--- src/rtl/ex_mem_pkg.sv ---
// Shared constants, result record and stall-mode decode for the EX/MEM pipeline register.
package ex_mem_pkg;

  localparam int REG_BUS_W      = 32;
  localparam int REG_ADDR_BUS_W = 5;
  localparam int ALU_OP_BUS_W   = 8;
  localparam int DBL_REG_BUS_W  = 64;

  localparam logic                      RST_ENABLE    = 1'b1;
  localparam logic                      STOP          = 1'b1;
  localparam logic                      NO_STOP       = 1'b0;
  localparam logic                      WRITE_ENABLE  = 1'b1;
  localparam logic                      WRITE_DISABLE = 1'b0;
  localparam logic [REG_BUS_W-1:0]      ZERO_WORD     = '0;
  localparam logic [REG_ADDR_BUS_W-1:0] NOP_REG_ADDR  = '0;
  localparam logic [ALU_OP_BUS_W-1:0]   EXE_NOP_OP    = 8'b0000_0000;

  localparam int STALL_EX  = 3;
  localparam int STALL_MEM = 4;

  typedef enum logic [1:0] {
    MODE_PASS,
    MODE_BUBBLE,
    MODE_HOLD
  } stage_mode_e;

  typedef struct packed {
    logic [REG_ADDR_BUS_W-1:0] wd;
    logic                      wreg;
    logic [REG_BUS_W-1:0]      wdata;
    logic                      whilo;
    logic [REG_BUS_W-1:0]      hi;
    logic [REG_BUS_W-1:0]      lo;
    logic [ALU_OP_BUS_W-1:0]   aluop;
    logic [REG_BUS_W-1:0]      mem_addr;
    logic [REG_BUS_W-1:0]      reg2;
  } ex_result_t;

  // A bubble must never write the register file or HI/LO.
  localparam ex_result_t RESULT_NOP = '{
    wd:       NOP_REG_ADDR,
    wreg:     WRITE_DISABLE,
    wdata:    ZERO_WORD,
    whilo:    WRITE_DISABLE,
    hi:       ZERO_WORD,
    lo:       ZERO_WORD,
    aluop:    EXE_NOP_OP,
    mem_addr: ZERO_WORD,
    reg2:     ZERO_WORD
  };

  // ex running -> pass; ex stopped but mem running -> bubble; both stopped -> hold.
  function automatic stage_mode_e stage_mode(input logic ex_stop, input logic mem_stop);
    if (ex_stop != STOP)  return MODE_PASS;
    if (mem_stop != STOP) return MODE_BUBBLE;
    return MODE_HOLD;
  endfunction

endpackage

--- src/rtl/ex_mem.sv ---
// EX/MEM pipeline register: pass, bubble or hold under the ctrl stall vector,
// and madd/msub intermediate feedback to ex. Optional flush port: EX_MEM_FLUSH_EN.
module ex_mem
  import ex_mem_pkg::*;
#(
  parameter int STALL_W = 6
) (
  input  logic                      clk,
  input  logic                      rst,
`ifdef EX_MEM_FLUSH_EN
  input  logic                      flush,
`endif
  input  logic [STALL_W-1:0]        stall,
  input  logic [REG_ADDR_BUS_W-1:0] ex_wd,
  input  logic                      ex_wreg,
  input  logic [REG_BUS_W-1:0]      ex_wdata,
  input  logic                      ex_whilo,
  input  logic [REG_BUS_W-1:0]      ex_hi,
  input  logic [REG_BUS_W-1:0]      ex_lo,
  input  logic [ALU_OP_BUS_W-1:0]   ex_aluop,
  input  logic [REG_BUS_W-1:0]      ex_mem_addr,
  input  logic [REG_BUS_W-1:0]      ex_reg2,
  input  logic [DBL_REG_BUS_W-1:0]  hilo_i,
  input  logic [1:0]                cnt_i,
  output logic [REG_ADDR_BUS_W-1:0] mem_wd,
  output logic                      mem_wreg,
  output logic [REG_BUS_W-1:0]      mem_wdata,
  output logic                      mem_whilo,
  output logic [REG_BUS_W-1:0]      mem_hi,
  output logic [REG_BUS_W-1:0]      mem_lo,
  output logic [ALU_OP_BUS_W-1:0]   mem_aluop,
  output logic [REG_BUS_W-1:0]      mem_mem_addr,
  output logic [REG_BUS_W-1:0]      mem_reg2,
  output logic [DBL_REG_BUS_W-1:0]  hilo_o,
  output logic [1:0]                cnt_o
);

  ex_result_t               ex_res;
  ex_result_t               res_q;
  logic [DBL_REG_BUS_W-1:0] hilo_q;
  logic [1:0]               cnt_q;
  logic                     clear;
  logic                     stall_unused;

  // Only the ex and mem stop bits matter to this stage.
  assign stall_unused = ^{stall[STALL_W-1:STALL_MEM+1], stall[STALL_EX-1:0]};

`ifdef EX_MEM_FLUSH_EN
  assign clear = (rst == RST_ENABLE) || flush;
`else
  assign clear = (rst == RST_ENABLE);
`endif

  always_comb begin
    ex_res = '{
      wd:       ex_wd,
      wreg:     ex_wreg,
      wdata:    ex_wdata,
      whilo:    ex_whilo,
      hi:       ex_hi,
      lo:       ex_lo,
      aluop:    ex_aluop,
      mem_addr: ex_mem_addr,
      reg2:     ex_reg2
    };
  end

  // NOTE: state is updated with non-blocking assignments so every register
  // samples pre-edge values; blocking here would create order-dependent races.
  always_ff @(posedge clk) begin
    if (clear) begin
      res_q  <= RESULT_NOP;
      hilo_q <= '0;
      cnt_q  <= '0;
    end else begin
      unique case (stage_mode(stall[STALL_EX], stall[STALL_MEM]))
        MODE_PASS: begin
          res_q  <= ex_res;
          hilo_q <= '0;
          cnt_q  <= '0;
        end
        MODE_BUBBLE: begin
          res_q  <= RESULT_NOP;
          hilo_q <= hilo_i;
          cnt_q  <= cnt_i;
        end
        default: ;  // hold: every register keeps its value
      endcase
    end
  end

  assign mem_wd       = res_q.wd;
  assign mem_wreg     = res_q.wreg;
  assign mem_wdata    = res_q.wdata;
  assign mem_whilo    = res_q.whilo;
  assign mem_hi       = res_q.hi;
  assign mem_lo       = res_q.lo;
  assign mem_aluop    = res_q.aluop;
  assign mem_mem_addr = res_q.mem_addr;
  assign mem_reg2     = res_q.reg2;
  assign hilo_o       = hilo_q;
  assign cnt_o        = cnt_q;

endmodule

--- config.mk ---
export PLATFORM = sky130hd
export DESIGN_NAME = ex_mem
export DESIGN_NICKNAME = d
export VERILOG_FILES = /design/src/rtl/ex_mem_pkg.sv /design/src/rtl/ex_mem.sv
export SDC_FILE = /design/constraint.sdc
export NUM_CORES = 1
export LEC_CHECK = 0
export BUFFER_PORTS_ARGS = -buffer_cell sky130_fd_sc_hd__buf_2
export CAP_MARGIN = 5
export CORE_AREA = 2 2 191 193
export DETAILED_ROUTE_END_ITERATION = 10
export DIE_AREA = 0 0 193 195
export GPL_ROUTABILITY_DRIVEN = 1
export HOLD_SLACK_MARGIN = 0.03
export PLACE_DENSITY = 0.52
export SYNTH_ARGS = -nofsm -noshare
export SYNTH_HDL_FRONTEND = slang
export SYNTH_SLANG_ARGS = --single-unit
--- constraint.sdc ---
create_clock -name clk -period 1.2 [get_ports clk]
set_clock_uncertainty 0.2 [all_clocks]
set_input_delay 0.12 -clock clk [delete_from_list [all_inputs] [get_ports clk]]
set_output_delay 0.12 -clock clk [all_outputs]
set_load 0.02 [all_outputs]
==> flow_metrics.py, run 1 <==
metrics = {
    "run_status": {
        "status": "finished, violations left",
        "violations": "hold timing, setup timing",
    },
    "global_route": {
        "grt_usage": 0.1861,
        "grt_max_degree": 72,
        "grt_overflow_total": 0,
        "antenna_found_initial": 0,
        "grt_pass1_vias": 11014,
        "grt_pass1_wl_mm": 56.76,
    },
    "layout": {
        "layout.filler_cells": 2948,
        "finish.net_count": 2069,
        "stdcell_count": 2303,
        "drive_gt1_frac": 0.5011,
        "area_delta_synth_final_pct": 102.7,
        "antenna_cells": 0,
    },
    "placed_design": {
        "port_buffers": 485,
        "dpl.hpwl_mm": 22.44,
        "placedCellCount": 1902,
        "gp_congestion": 0.7876,
    },
    "synth": {
        "synth_common_cells": "241 x dfxtp_1, 175 x a21oi_1, 175 x nand2b_1, 175 x nand3_1",
        "synth-edff-count": 0,
        "yosysWarnings": 0,
        "synth_top_cells_by_area": "dfxtp_1 52%, nand2b_1 12%, a21oi_1 9.4%",
        "ys_async_sr_fraction": 0,
        "synth_area_per_cell_sq_um": 9.347,
        "yosysUniqueCellTypes": 12,
        "synth_top_area_share": 0.5203,
        "yosys_register_bits": 241,
        "synth_flop_cell": "dfxtp_1",
        "synthCells": 992,
        "seq_area_frac_synth": 0.5203,
        "syn_nets": 1241,
        "yosysMostFrequentCell": "dfxtp_1",
        "synth_top_area_cell": "dfxtp_1",
        "syn_area_sq_mm": 0.009273,
    },
    "setup_path": {
        "worstSetupEndpointType": "output pin",
        "r2r_cells": 3,
        "critPathBufInv": 1,
        "cp_top_family": "flip-flops",
        "rr_startpoint": "hilo_o[52]$_SDFFE_PP0P_",
        "r2r_slack_ns": 0.16,
        "r2r_end": "hilo_o[52]$_SDFFE_PP0P_",
        "slowest_stage": "dfxtp_2",
        "cp-startpoint": "mem_reg2[12]$_SDFFE_PP0P_",
        "required_ns": 0.88,
        "critical_path_depth": 1,
        "crit_path_cell_trace": "buf_6",
        "critPathArrivalTime_ns": 1.03,
        "cp-start-kind": "flop",
        "worstSetupPathType": "flop to output pin",
        "path_max_fanout": 2,
        "critPathCapture": "mem_reg2[12]",
        "cpPeakStageDelay_ns": 0.35,
    },
    "timing": {
        "max_slew_margin": 0.7139,
        "final_max_slew_viol_count": 0,
        "tns_ns": -27.73,
        "finalSetupViolCount": 244,
        "maxClockFrequency_mhz": 743.1,
        "fin_crit_sh": 1.121,
        "hold_slack_ns": -0.1394,
        "finalCriticalPeriod_ns": 1.346,
        "finalWorstSetupSlack_ns": -0.1457,
        "worst_pin_slew_ns": 0.4292,
        "rsz0062_at_grt": "yes",
        "finalHoldViolCount": 48,
    },
    "hold_path": {
        "hold_path.class": "primary input to flop",
        "holdPathStages": 4,
    },
    "clock_network": {
        "clock-sinks": 241,
        "cts_buffers": 28,
        "clk_pin_slew_worst_paths_ns": 0.06,
        "clockRootBuffer": "clkbuf_16",
        "cts.path.max_buffers": 3,
        "clk_latency_ns": 0.54,
        "htree_levels": 1,
        "cts_tree": "done",
    },
    "routing": {
        "vias": 10495,
        "post_drt_wl_per_cell_um": 16.81,
        "dr.first_iter.drc_count": 328,
        "viasPerCell": 4.557,
        "postRouteAntennaNets": 0,
        "wirelength_mm": 38.71,
        "first_pass_iters": 4,
        "drc": 0,
    },
    "power": {
        "power_w": 0.02149,
        "powerDensity_mw_per_mm2": 1143,
        "peakVddDrop_mv": 1.128,
        "p_leak_nw": 8.334,
    },
    "floorplanning": {
        "rows": 69,
        "fp.dieW_um": 193,
        "die-area_sq_mm": 0.03764,
        "core_area_sq_mm": 0.03540,
        "die_y_um": 195,
        "pin_count": 490,
        "initial_core_util": 0.2620,
    },
    "run": {
        "drv_cap": 0,
    },
}
==> cell type report <==
cell class | instances | area [sq um] | share of cell area
sequential | 241 | 5126 | 0.2727
multi-input combinational | 658 | 3881 | 0.2065
tap | 461 | 576.8 | 0.03068
clock inverter | 11 | 111.4 | 0.005923
clock buffer | 41 | 830.8 | 0.04419
timing repair buffer | 891 | 8273 | 0.4401
==> power by group <==
group / internal [W] / switching (W)
clock: 0.00522 / 0.00349
combinational: 0.00232 / 0.00178
sequential: 0.00843 / 0.000260
total: 0.0160 / 0.00552
==> cell families after synthesis <==
logic type,Yosys count,share of synthesized area
simple gates,417,0.2407
buf+inv,93,0.07327
flops,241,0.5203
compound gates,175,0.09445
mux,66,0.07125
==> flip-flops by register name (all words and copies together) (netlist names) <==
name	flops
mem_wreg	1
cnt_o	2
mem_mem_addr	32
mem_lo	32
mem_hi	32
mem_wd	5
mem_wdata	32
mem_whilo	1
mem_aluop	8
hilo_o	64
mem_reg2	32
==> metrics by stage <==
step | hold slack, ns | util | cell area [sq um] | setup slack (ns)
2_1_floorplan | 0.06394 | - | 9273 | 0.1389
3_3_place_gp | 0.1481 | 0.3499 | 12390 | 0.02361
3_5_place_dp | 0.1566 | 0.3499 | 12390 | -0.01696
4_1_cts | -0.1678 | 0.5264 | 18630 | -0.1933
5_1_grt | -0.1252 | 0.5311 | 18800 | -0.1843
6_report | -0.1394 | 0.5311 | 18800 | -0.1457
==> per-layer routing <==
metal / vias to the layer above / routed length [um] / GRT usage
li1: 5015 / - / -
met1: 4938 / 14960 / 0.2025
met2: 429 / 19160 / 0.3364
met3: 113 / 2990 / 0.04529
met4: 0 / 1604 / 0.08614
met5: - / 0 / 0
==> how the worst min path moves through the flow <==
stage                     startpoint                         to  slack, ns
after CTS                   stall[3]  mem_reg2[20]$_SDFFE_PP0P_      -0.17
final                       stall[3]  mem_reg2[20]$_SDFFE_PP0P_      -0.14
after global placement    hilo_i[17]    hilo_o[17]$_SDFFE_PP0P_       0.15
after floorplan             cnt_i[0]      cnt_o[0]$_SDFFE_PP0P_       0.06
after global routing        stall[3]  mem_reg2[20]$_SDFFE_PP0P_      -0.13
after detailed placement  hilo_i[62]    hilo_o[62]$_SDFFE_PP0P_       0.16
==> cells in the final DEF, fill, tap and decap left out, types with 7 or more instances in the layout <==
master and count:
nand3_1 175, dfxtp_2 241, dlygate4sd3_1 269, a21oi_2 30
nor2_1 66, dlymetal6s4s_1 17, buf_2 240, buf_6 242
buf_4 85, mux2i_1 66, clkbuf_16 37, clkinv_2 7
buf_12 28, a21oi_1 145, nand2b_1 175
==> repair_timing <==
action,in CTS,in global routing
pin swaps,0,14
hold buffers,344,12
gates cloned,0,8
resized for setup,723,51
setup endpoints to repair,241,421
hold endpoints to repair,241,86
buffers inserted,7,49
==> worst reg2reg max path, cell delays in order, from the launching register on <==
cell and delay (ns):
dfxtp_2 0.33, buf_4 0.13, mux2i_1 0.20, nor2_1 0.06
No activity file was read; power rests on OpenSTA's default activity.
==> run 2: changes to the inputs <==
- TNS_END_PERCENT: unset -> 30
==> run 2 against run 1 <==
  * The flow still finishes with violations (hold timing, setup timing)
  * Die area unchanged
  * Power increased by 0.27%
  * Critical endpoint is now mem_mem_addr[10]
  * Largest cell class unchanged
  * Combinational power increased by 1%
  * Clock-buffer cell count unchanged
  * Critical path depth unchanged
  * Global-route usage decreased by 0.057 points
  * Design area increased by 1.7%
==> flow_metrics.py, run 2 (synthesized netlist as in run 1, its figures left out) <==
metrics = {
    "timing": {
        "finalWorstSetupSlack_ns": -0.1550,
        "finalSetupViolCount": 256,
        "hold_slack_ns": -0.1382,
        "finalHoldViolCount": 34,
        "rsz0062_at_grt": "yes",
        "final_max_slew_viol_count": 0,
        "finalCriticalPeriod_ns": 1.355,
        "worst_pin_slew_ns": 0.4285,
        "max_slew_margin": 0.7143,
        "maxClockFrequency_mhz": 738.0,
        "fin_crit_sh": 1.129,
        "tns_ns": -28.20,
    },
    "setup_path": {
        "path_max_fanout": 2,
        "critPathBufInv": 1,
        "r2r_cells": 3,
        "worstSetupEndpointType": "output pin",
        "cp_top_family": "flip-flops",
        "crit_path_cell_trace": "buf_6",
        "cp-start-kind": "flop",
        "critPathArrivalTime_ns": 1.04,
        "cpPeakStageDelay_ns": 0.36,
        "worstSetupPathType": "flop to output pin",
        "r2r_slack_ns": 0.17,
        "rr_startpoint": "hilo_o[52]$_SDFFE_PP0P_",
        "slowest_stage": "dfxtp_2",
        "required_ns": 0.88,
        "r2r_end": "hilo_o[52]$_SDFFE_PP0P_",
    },
    "floorplanning": {
        "pin_count": 490,
        "die_y_um": 195,
        "fp.dieW_um": 193,
        "rows": 69,
        "die-area_sq_mm": 0.03764,
        "core_area_sq_mm": 0.03540,
        "initial_core_util": 0.2620,
    },
    "global_route": {
        "grt_usage": 0.1855,
        "grt_pass1_vias": 10980,
        "grt_pass1_wl_mm": 56.59,
        "grt_overflow_total": 0,
        "grt_max_degree": 72,
        "antenna_found_initial": 0,
    },
    "layout": {
        "antenna_cells": 0,
        "final_common_cell": "dlygate4sd3_1",
        "finish.net_count": 2094,
        "post-route-util": 0.5401,
        "largest_reg_flops": 64,
        "drive_gt1_frac": 0.4762,
        "layout_common_cells": "274 x dlygate4sd3_1, 243 x buf_6, 241 x dfxtp_2, 241 x buf_2, 175 x nand3_1",
        "area_delta_synth_final_pct": 106.2,
    },
    "clock_network": {
        "cts.path.max_buffers": 3,
        "clk_pin_slew_worst_paths_ns": 0.06,
        "cts_buffers": 28,
        "clk_latency_ns": 0.53,
        "clockRootBuffer": "clkbuf_16",
        "clock-sinks": 241,
        "htree_levels": 1,
        "cts_tree": "done",
    },
    "routing": {
        "viasPerCell": 4.546,
        "wirelength_mm": 38.87,
        "post_drt_wl_per_cell_um": 16.70,
        "dr.first_iter.drc_count": 343,
        "drc": 0,
        "first_pass_iters": 4,
        "vias": 10584,
        "postRouteAntennaNets": 0,
    },
    "power": {
        "powerDensity_mw_per_mm2": 1127,
        "power_w": 0.02155,
        "peakVddDrop_mv": 1.120,
        "p_leak_nw": 8.574,
    },
    "run_status": {
        "status": "finished, violations left",
        "violations": "hold timing, setup timing",
    },
    "hold_path": {
        "hold_path.class": "primary input to flop",
        "worstHoldStart": "stall[3]",
        "hold_path_end": "mem_reg2[20]$_SDFFE_PP0P_",
        "holdPathStages": 4,
    },
    "placed_design": {
        "port_buffers": 485,
        "dpl.hpwl_mm": 22.44,
        "gp_congestion": 0.7876,
    },
    "run": {
        "drv_cap": 0,
    },
}
[run 2: changes by cell type in the layout (fill, tap and decap cells not counted), moves of 2 or more]
cell | before | now
a21oi_1 | 145 | 147
a21oi_2 | 30 | 28
buf_4 | 85 | 58
dlygate4sd3_1 | 269 | 274
dlymetal6s4s_1 | 17 | 70
clkbuf_16 | 37 | 30
[run 2: how the worst max path moves through the flow]
| stage | startpoint | end | depth (start not counted) |
|---|---|---|---|
| 6_report | mem_mem_addr[10]$_SDFFE_PP0P_ | mem_mem_addr[10] | 1 |
| 5_1_grt | mem_wdata[21]$_SDFFE_PP0P_ | mem_wdata[21] | 1 |
| 4_1_cts | mem_wdata[26]$_SDFFE_PP0P_ | mem_wdata[26] | 1 |
| 3_5_place_dp | stall[3] | mem_hi[24]$_SDFFE_PP0P_ | 5 |
| 3_3_place_gp | stall[3] | mem_hi[24]$_SDFFE_PP0P_ | 5 |
| 2_1_floorplan | stall[4] | hilo_o[48]$_SDFFE_PP0P_ | 5 |
[run 2: what timing repair did]
action,4_1_cts,5_1_grt
pin swaps,0,3
resized for setup,723,102
endpoints found under the setup margin,241,421
buffers inserted,2,26
endpoints found under the hold margin,241,52
cloned,0,1
hold buffers,344,4
[run 2: metal layers]
layer  track usage  routed length, um
met5             0                  0
met2        0.3351              19880
met4       0.08558               1584
met1        0.2017              14560
met3       0.04601               2839
[run 2: power by group]
group / switching, W / internal, W / total [W]
clock: 0.00350 / 0.00522 / 0.00871
sequential: 0.000264 / 0.00843 / 0.00870
combinational: 0.00177 / 0.00237 / 0.00414
total: 0.00553 / 0.0160 / 0.0216
[run 2: stage by stage]
step                cell area, sq um  setup WS, ns  cells
global route                   19120       -0.1839   2328
global placement               12390       0.02361   1902
floorplan                       9273        0.1389    992
CTS                            18600       -0.1933   2300
finish                         19120       -0.1550   2328
detailed placement             12390      -0.01696   1902
[run 2: layout make-up]
class / instances / area [sq um]
fill: 2881 / 16280
timing repair buffer: 916 / 8591
sequential: 241 / 5126
multi-input combinational: 658 / 3881
clock buffer: 41 / 830.8
tap: 461 / 576.8
clock inverter: 11 / 111.4
